==> src/rtl/shake_hand_arb_if.sv <==
// Handshake bundle between the local producers, the round-robin arbiter and the receiver.
interface shake_hand_arb_if #(
  parameter int unsigned N = 4,
  parameter int unsigned W = 8
);
  logic [N-1:0]   req;
  logic [N*W-1:0] din;
  logic           ack_in;
  logic           ready_out;
  logic [W-1:0]   dout;
  logic [N-1:0]   gnt;
  logic [N-1:0]   done;
  logic           err;
  logic           busy;

  // Arbiter side
  modport master (
    input  req, din, ack_in,
    output ready_out, dout, gnt, done, err, busy
  );

  // Producer/receiver side
  modport slave (
    output req, din, ack_in,
    input  ready_out, dout, gnt, done, err, busy
  );
endinterface

==> src/rtl/shake_hand_arb.sv <==
// Round-robin arbiter sharing one 4-phase ready/ack receiver link among N channels.
module shake_hand_arb #(
  parameter int unsigned N   = 4,
  parameter int unsigned W   = 8,
  parameter int unsigned TMO = 255
) (
  input logic               clk,
  input logic               rst,
  shake_hand_arb_if.master  bus
);

  localparam int unsigned IW = (N > 1) ? $clog2(N) : 1;
  localparam int unsigned CW = $clog2(TMO + 1);

  typedef enum logic [1:0] {
    IDLE      = 2'd0,
    WAIT_ACK  = 2'd1,
    WAIT_DROP = 2'd2
  } state_t;

  state_t        state;
  logic          ack_m;
  logic          ack_s;
  logic [IW-1:0] last;
  logic [IW-1:0] sel;
  logic [CW-1:0] cnt;

  logic [W-1:0]  words [N];
  logic          win_vld;
  logic [IW-1:0] win_idx;
  logic [W-1:0]  win_data;

  // Split the flat data bus into per-channel words
  for (genvar g = 0; g < N; g++) begin : g_words
    assign words[g] = bus.din[g*W +: W];
  end

  // Round-robin search starting one past the last served channel
  always_comb begin
    logic [IW-1:0] c;
    c        = '0;
    win_vld  = 1'b0;
    win_idx  = '0;
    win_data = '0;
    for (int unsigned k = 1; k <= N; k++) begin
      c = IW'((32'(last) + k) % N);
      if (!win_vld && bus.req[c]) begin
        win_vld  = 1'b1;
        win_idx  = c;
        win_data = words[c];
      end
    end
  end

  // Two-flop synchroniser for the receiver's ack
  always_ff @(posedge clk or posedge rst) begin
    if (rst) begin
      ack_m <= 1'b0;
      ack_s <= 1'b0;
    end else begin
      ack_m <= bus.ack_in;
      ack_s <= ack_m;
    end
  end

  // Arbitration and handshake FSM with registered outputs
  always_ff @(posedge clk or posedge rst) begin
    if (rst) begin
      state         <= IDLE;
      last          <= IW'(N - 1);
      sel           <= '0;
      cnt           <= '0;
      bus.ready_out <= 1'b0;
      bus.dout      <= '0;
      bus.gnt       <= '0;
      bus.done      <= '0;
      bus.err       <= 1'b0;
      bus.busy      <= 1'b0;
    end else begin
      bus.done <= '0;
      bus.err  <= 1'b0;
      case (state)
        IDLE: begin
          bus.gnt <= '0;
          if (win_vld) begin
            sel      <= win_idx;
            bus.gnt  <= N'(1) << win_idx;
            bus.dout <= win_data;
            bus.busy <= 1'b1;
            state    <= WAIT_ACK;
          end
        end
        WAIT_ACK: begin
          if (ack_s) begin
            bus.ready_out <= 1'b1;
            cnt           <= '0;
            state         <= WAIT_DROP;
          end
        end
        WAIT_DROP: begin
          if (!ack_s) begin
            bus.ready_out <= 1'b0;
            bus.gnt       <= '0;
            bus.done      <= N'(1) << sel;
            bus.busy      <= 1'b0;
            last          <= sel;
            state         <= IDLE;
          end else if (cnt == CW'(TMO)) begin
            // Stuck receiver: abort and rotate past this channel
            bus.ready_out <= 1'b0;
            bus.gnt       <= '0;
            bus.err       <= 1'b1;
            bus.busy      <= 1'b0;
            last          <= sel;
            state         <= IDLE;
          end else begin
            cnt <= cnt + CW'(1);
          end
        end
        default: state <= IDLE;
      endcase
    end
  end

endmodule

==> src/flat_wrapper.sv <==
// flat-port wrapper written by rule: the top's interface ports become plain ports
module shake_hand_arb_flat 
#(
  parameter int unsigned N   = 4,
  parameter int unsigned W   = 8,
  parameter int unsigned TMO = 255
)
  (clk, rst, bus_req, bus_din, bus_ack_in, bus_ready_out, bus_dout, bus_gnt, bus_done, bus_err, bus_busy);
  shake_hand_arb_if #(.N(N), .W(W)) bus_i ();
  input logic clk;
  input logic rst;
  input wire logic [$bits(bus_i.req)-1:0] bus_req;
  input wire logic [$bits(bus_i.din)-1:0] bus_din;
  input wire logic [$bits(bus_i.ack_in)-1:0] bus_ack_in;
  output wire logic [$bits(bus_i.ready_out)-1:0] bus_ready_out;
  output wire logic [$bits(bus_i.dout)-1:0] bus_dout;
  output wire logic [$bits(bus_i.gnt)-1:0] bus_gnt;
  output wire logic [$bits(bus_i.done)-1:0] bus_done;
  output wire logic [$bits(bus_i.err)-1:0] bus_err;
  output wire logic [$bits(bus_i.busy)-1:0] bus_busy;
  assign bus_i.req = bus_req;
  assign bus_i.din = bus_din;
  assign bus_i.ack_in = bus_ack_in;
  assign bus_ready_out = bus_i.ready_out;
  assign bus_dout = bus_i.dout;
  assign bus_gnt = bus_i.gnt;
  assign bus_done = bus_i.done;
  assign bus_err = bus_i.err;
  assign bus_busy = bus_i.busy;
  shake_hand_arb #(.N(N), .W(W), .TMO(TMO)) u_core (.clk(clk), .rst(rst), .bus(bus_i));
endmodule
==> config.mk <==
export PLATFORM = sky130hd
export DESIGN_NAME = shake_hand_arb_flat
export DESIGN_NICKNAME = d
export VERILOG_FILES = /design/src/rtl/shake_hand_arb_if.sv /design/src/rtl/shake_hand_arb.sv /design/src/flat_wrapper.sv
export SDC_FILE = /design/constraint.sdc
export NUM_CORES = 1
export LEC_CHECK = 0
export CAP_MARGIN = 20
export CORE_MARGIN = 2
export CORE_UTILIZATION = 40
export CTS_CLUSTER_SIZE = 16
export DETAILED_ROUTE_END_ITERATION = 10
export GPL_TIMING_DRIVEN = 0
export PLACE_DENSITY = 0.68
export SYNTH_ARGS = -nofsm -noshare
export SYNTH_HDL_FRONTEND = slang
export SYNTH_SLANG_ARGS = --single-unit
==> constraint.sdc <==
create_clock -name clk -period 2.15 [get_ports clk]
set_clock_uncertainty 0.05 [all_clocks]
set_input_delay 0.645 -clock clk [delete_from_list [all_inputs] [get_ports clk]]
set_output_delay 0.645 -clock clk [all_outputs]
set_load 0.01 [all_outputs]
==> flow_summary_export.csv <==
group,metric,value,unit
timing,final-setup-viol-count,0,
drt,ant_nets,0,
finish,layout_commonest_cell,"clkdlybuf4s50_1",
power,internal_power,2.360,mW
critical_path,endpoint_kind,"flop",
cts,cts_made_buffers,5,
placement,dpl-instance-area,0.003366,sq mm
cts,cts_root_buffer,"clkbuf_8",
drt,drtIter0Drc,110,
power,leakage,1.351,nW
logic_synthesis,ys_types,61,
grt,grt_pass1_wl,11960,um
grt,grt_pass1_vias,2388,
finish,final_cell_mix,"clkdlybuf4s50_1, mux2_2, dfrtp_1",
run_status,status,"finished, final reports clean",
timing,slew_viol_final,0,
drt,first_pass_iters,4,
cts,clkSlewWorstSetupHoldPaths,80,ps
finish,stdcell_area,0.003592,sq mm
timing,min_period,2064,ps
logic_synthesis,ys_seq_area_frac,0.3273,
floorplanning,fp.dieArea,0.007381,sq mm
drt,wl_per_cell,18.02,um
critical_path,worstPathArrival,2170,ps
run,cap_violations,0,
placement,dp_cells,393,
critical_path,required,2250,ps
placement,dp_hpwl,5306,um
floorplanning,core,0.006422,sq mm
drt,wl,7335,um
critical_path,cpMaxStageDelayCell,"mux4_2",
logic_synthesis,async_reset_ff_frac,1.000,
finish,syn_to_final_growth,33.85,%
timing,worst_slack,85.75,ps
cts,cts_hold_buf,0,
logic_synthesis,syn_inst,258,
floorplanning,pin_count,58,
placement,place_ws,-635.1,ps
finish,drive_above_1_share,0.2667,
floorplanning,fp-row-count,29,
power,combinationalPowerShare,0.603,
critical_path,critPathLaunchType,"primary input",
floorplanning,die_w,85.91,um
finish,fin_cells,407,
timing,period_share,0.9601,
power,p_sw_frac,0.3915,
logic_synthesis,synth_top_area_frac,0.3077,
drt,num_vias,2394,
logic_synthesis,yosys_warnings,0,
power,p_per_area,1080,mW/mm^2
timing,setup_tns,0,ps
worst_hold_path,hold_path.class,"reg -> reg",
drt,via_per_inst,5.882,
placement,port_buffers,57,
power,seqPwrFrac,0.269,
critical_path,cp_cell_sequence,"clkdlybuf4s50_1 > mux4_2 > and2_0 > a221oi_1 > a41oi_1",
cts,clkSinkCount,35,
finish,n_antenna_cell,0,
power,max-vdd-ir-drop,690.3,uV
timing,hold_viol_final,0,
grt,antenna_found_initial,0,
logic_synthesis,synth-edff-count,0,
logic_synthesis,synth.avg_cell_area,10.40,sq um
timing,relSlewSlack,0.4082,
finish,fin_util,0.5593,
logic_synthesis,synth_largest_area_cell,"dfrtp_1",
grt,overflow,0,
critical_path,critPathMaxFanout,3,
timing,max_freq,0.4844,GHz
logic_synthesis,synthesis.area,0.002684,sq mm
floorplanning,start_util,0.4179,
logic_synthesis,synth_nets,302,
grt,grt.total_usage,0.2025,
power,pwr-share-clk,0.128,
cts,clk_latency,280,ps
timing,rsz0062_at_grt,"no",
timing,tightest_slew,886.7,ps
power,p_switching,1.519,mW
grt,grt_start_max_net_pins,22,
placement,gp_congestion,0.7943,
cts,cts_tree,"yes",
logic_synthesis,yosys-top-cells-area,"dfrtp_1, mux2_2, mux4_2",
floorplanning,die_h,85.91,um
logic_synthesis,yosys_most_used_dff,"dfrtp_1",
cts,cts_buffer_depth,2,
logic_synthesis,ys_seq_elements,35,
drt,remaining_drc_errors,0,
critical_path,cp_slowest_stage_delay,490,ps
critical_path,crit_type,"in -> reg",
finish,layout.nets,373,
cts,htree_levels,2,
[worst max-delay path: cells and delay by family]
| family | cells | cell delay [ps] |
|---|---|---|
| simple gates | 1 | 170 |
| mux | 1 | 490 |
| compound gates | 2 | 380 |
| buf+inv | 1 | 470 |
[stage by stage]
| step | power (mW) | hold slack [ps] |
|---|---|---|
| floorplan | 2.549 | 281.2 |
| global route | 4.158 | 323.0 |
| detailed placement | 3.287 | 286.3 |
| global placement | 3.248 | 282.8 |
| CTS | 3.866 | 304.3 |
| finish | 3.879 | 302.2 |
[repair_timing]
item                       4_1_cts  5_1_grt
pin swaps                        4        2
setup buffers                    6        0
gates cloned                     0        0
gates resized for setup         14       11
setup endpoints to repair       13        9
[final timing paths]
kind	start	endpoint	slack, ps	cells past startpoint
setup / recovery	bus_din[6]	u_core.bus.dout[6]$_DFFE_PP0P_	90	5
hold / removal	u_core.ack_m$_DFF_PP0_	u_core.ack_s$_DFF_PP0_	300	0
setup reg to reg	u_core.last[1]$_DFFE_PP1P_	u_core.bus.dout[7]$_DFFE_PP0P_	100	5
hold reg to reg	u_core.ack_m$_DFF_PP0_	u_core.ack_s$_DFF_PP0_	300	0
max in group asynchronous	rst	u_core.cnt[3]$_DFFE_PP0P_	650	3
min in group asynchronous	rst	u_core.bus.dout[6]$_DFFE_PP0P_	800	2
[power groups by stage]
stage / sequential (mW) / combinational [mW] / clock, mW
floorplan: 1.08 / 1.47 / 0
global placement: 1.05 / 2.20 / 0
detailed placement: 1.05 / 2.24 / 0
CTS: 1.04 / 2.31 / 0.513
global route: 1.07 / 2.54 / 0.543
finish: 1.04 / 2.34 / 0.497
[Yosys cell counts, types with 3 or more instances]
master and instances:
a21oi_1 4, a221oi_1 6, a41oi_1 8, and2_0 3, and2_1 5, buf_2 8, dfrtp_1 33, ha_1 5
inv_1 8, mux2_2 35, mux4_2 9, nand2_1 14, nand2b_1 5, nand3_1 7, nor2_1 17, nor3_1 3
o21ai_0 25, or3b_1 4
[cell families after synthesis]
family / synth area share
buffers and inverters: 0.04289
AND/OR/NAND/NOR: 0.1613
AO/OA/AOI/OAI: 0.2093
XOR/XNOR: 0.009792
adder cells (fa/ha/maj): 0.02331
multiplexers: 0.2261
flip-flops: 0.3273
[layer usage]
layer | share of wire | track usage | wire, um
met1 | 0.47 | 0.2729 | 3428
met2 | 0.47 | 0.3467 | 3435
met3 | 0.061 | 0.03369 | 449
met4 | 0.0029 | 0.03463 | 21
met5 | 0 | 0 | 0
[state kept, by name, summed over array words and instances, names as in the netlist, 2 cells and up]
name,count
u_core.bus.dout,8
u_core.bus.gnt,4
u_core.bus.done,4
u_core.cnt,8
u_core.last,2
u_core.sel,2
u_core.state,2
[cell type report]
cell class / count / area, sq um
Fill cell: 550 / 2830
Multi-Input combinational cell: 201 / 1732
Sequential cell: 35 / 878.3
Timing Repair Buffer: 64 / 646.9
Buffer: 14 / 117.6
Tap cell: 77 / 96.34
Clock buffer: 7 / 86.33
Inverter: 8 / 30.03
Clock inverter: 1 / 5.005
(Power assumes the default switching activity.)
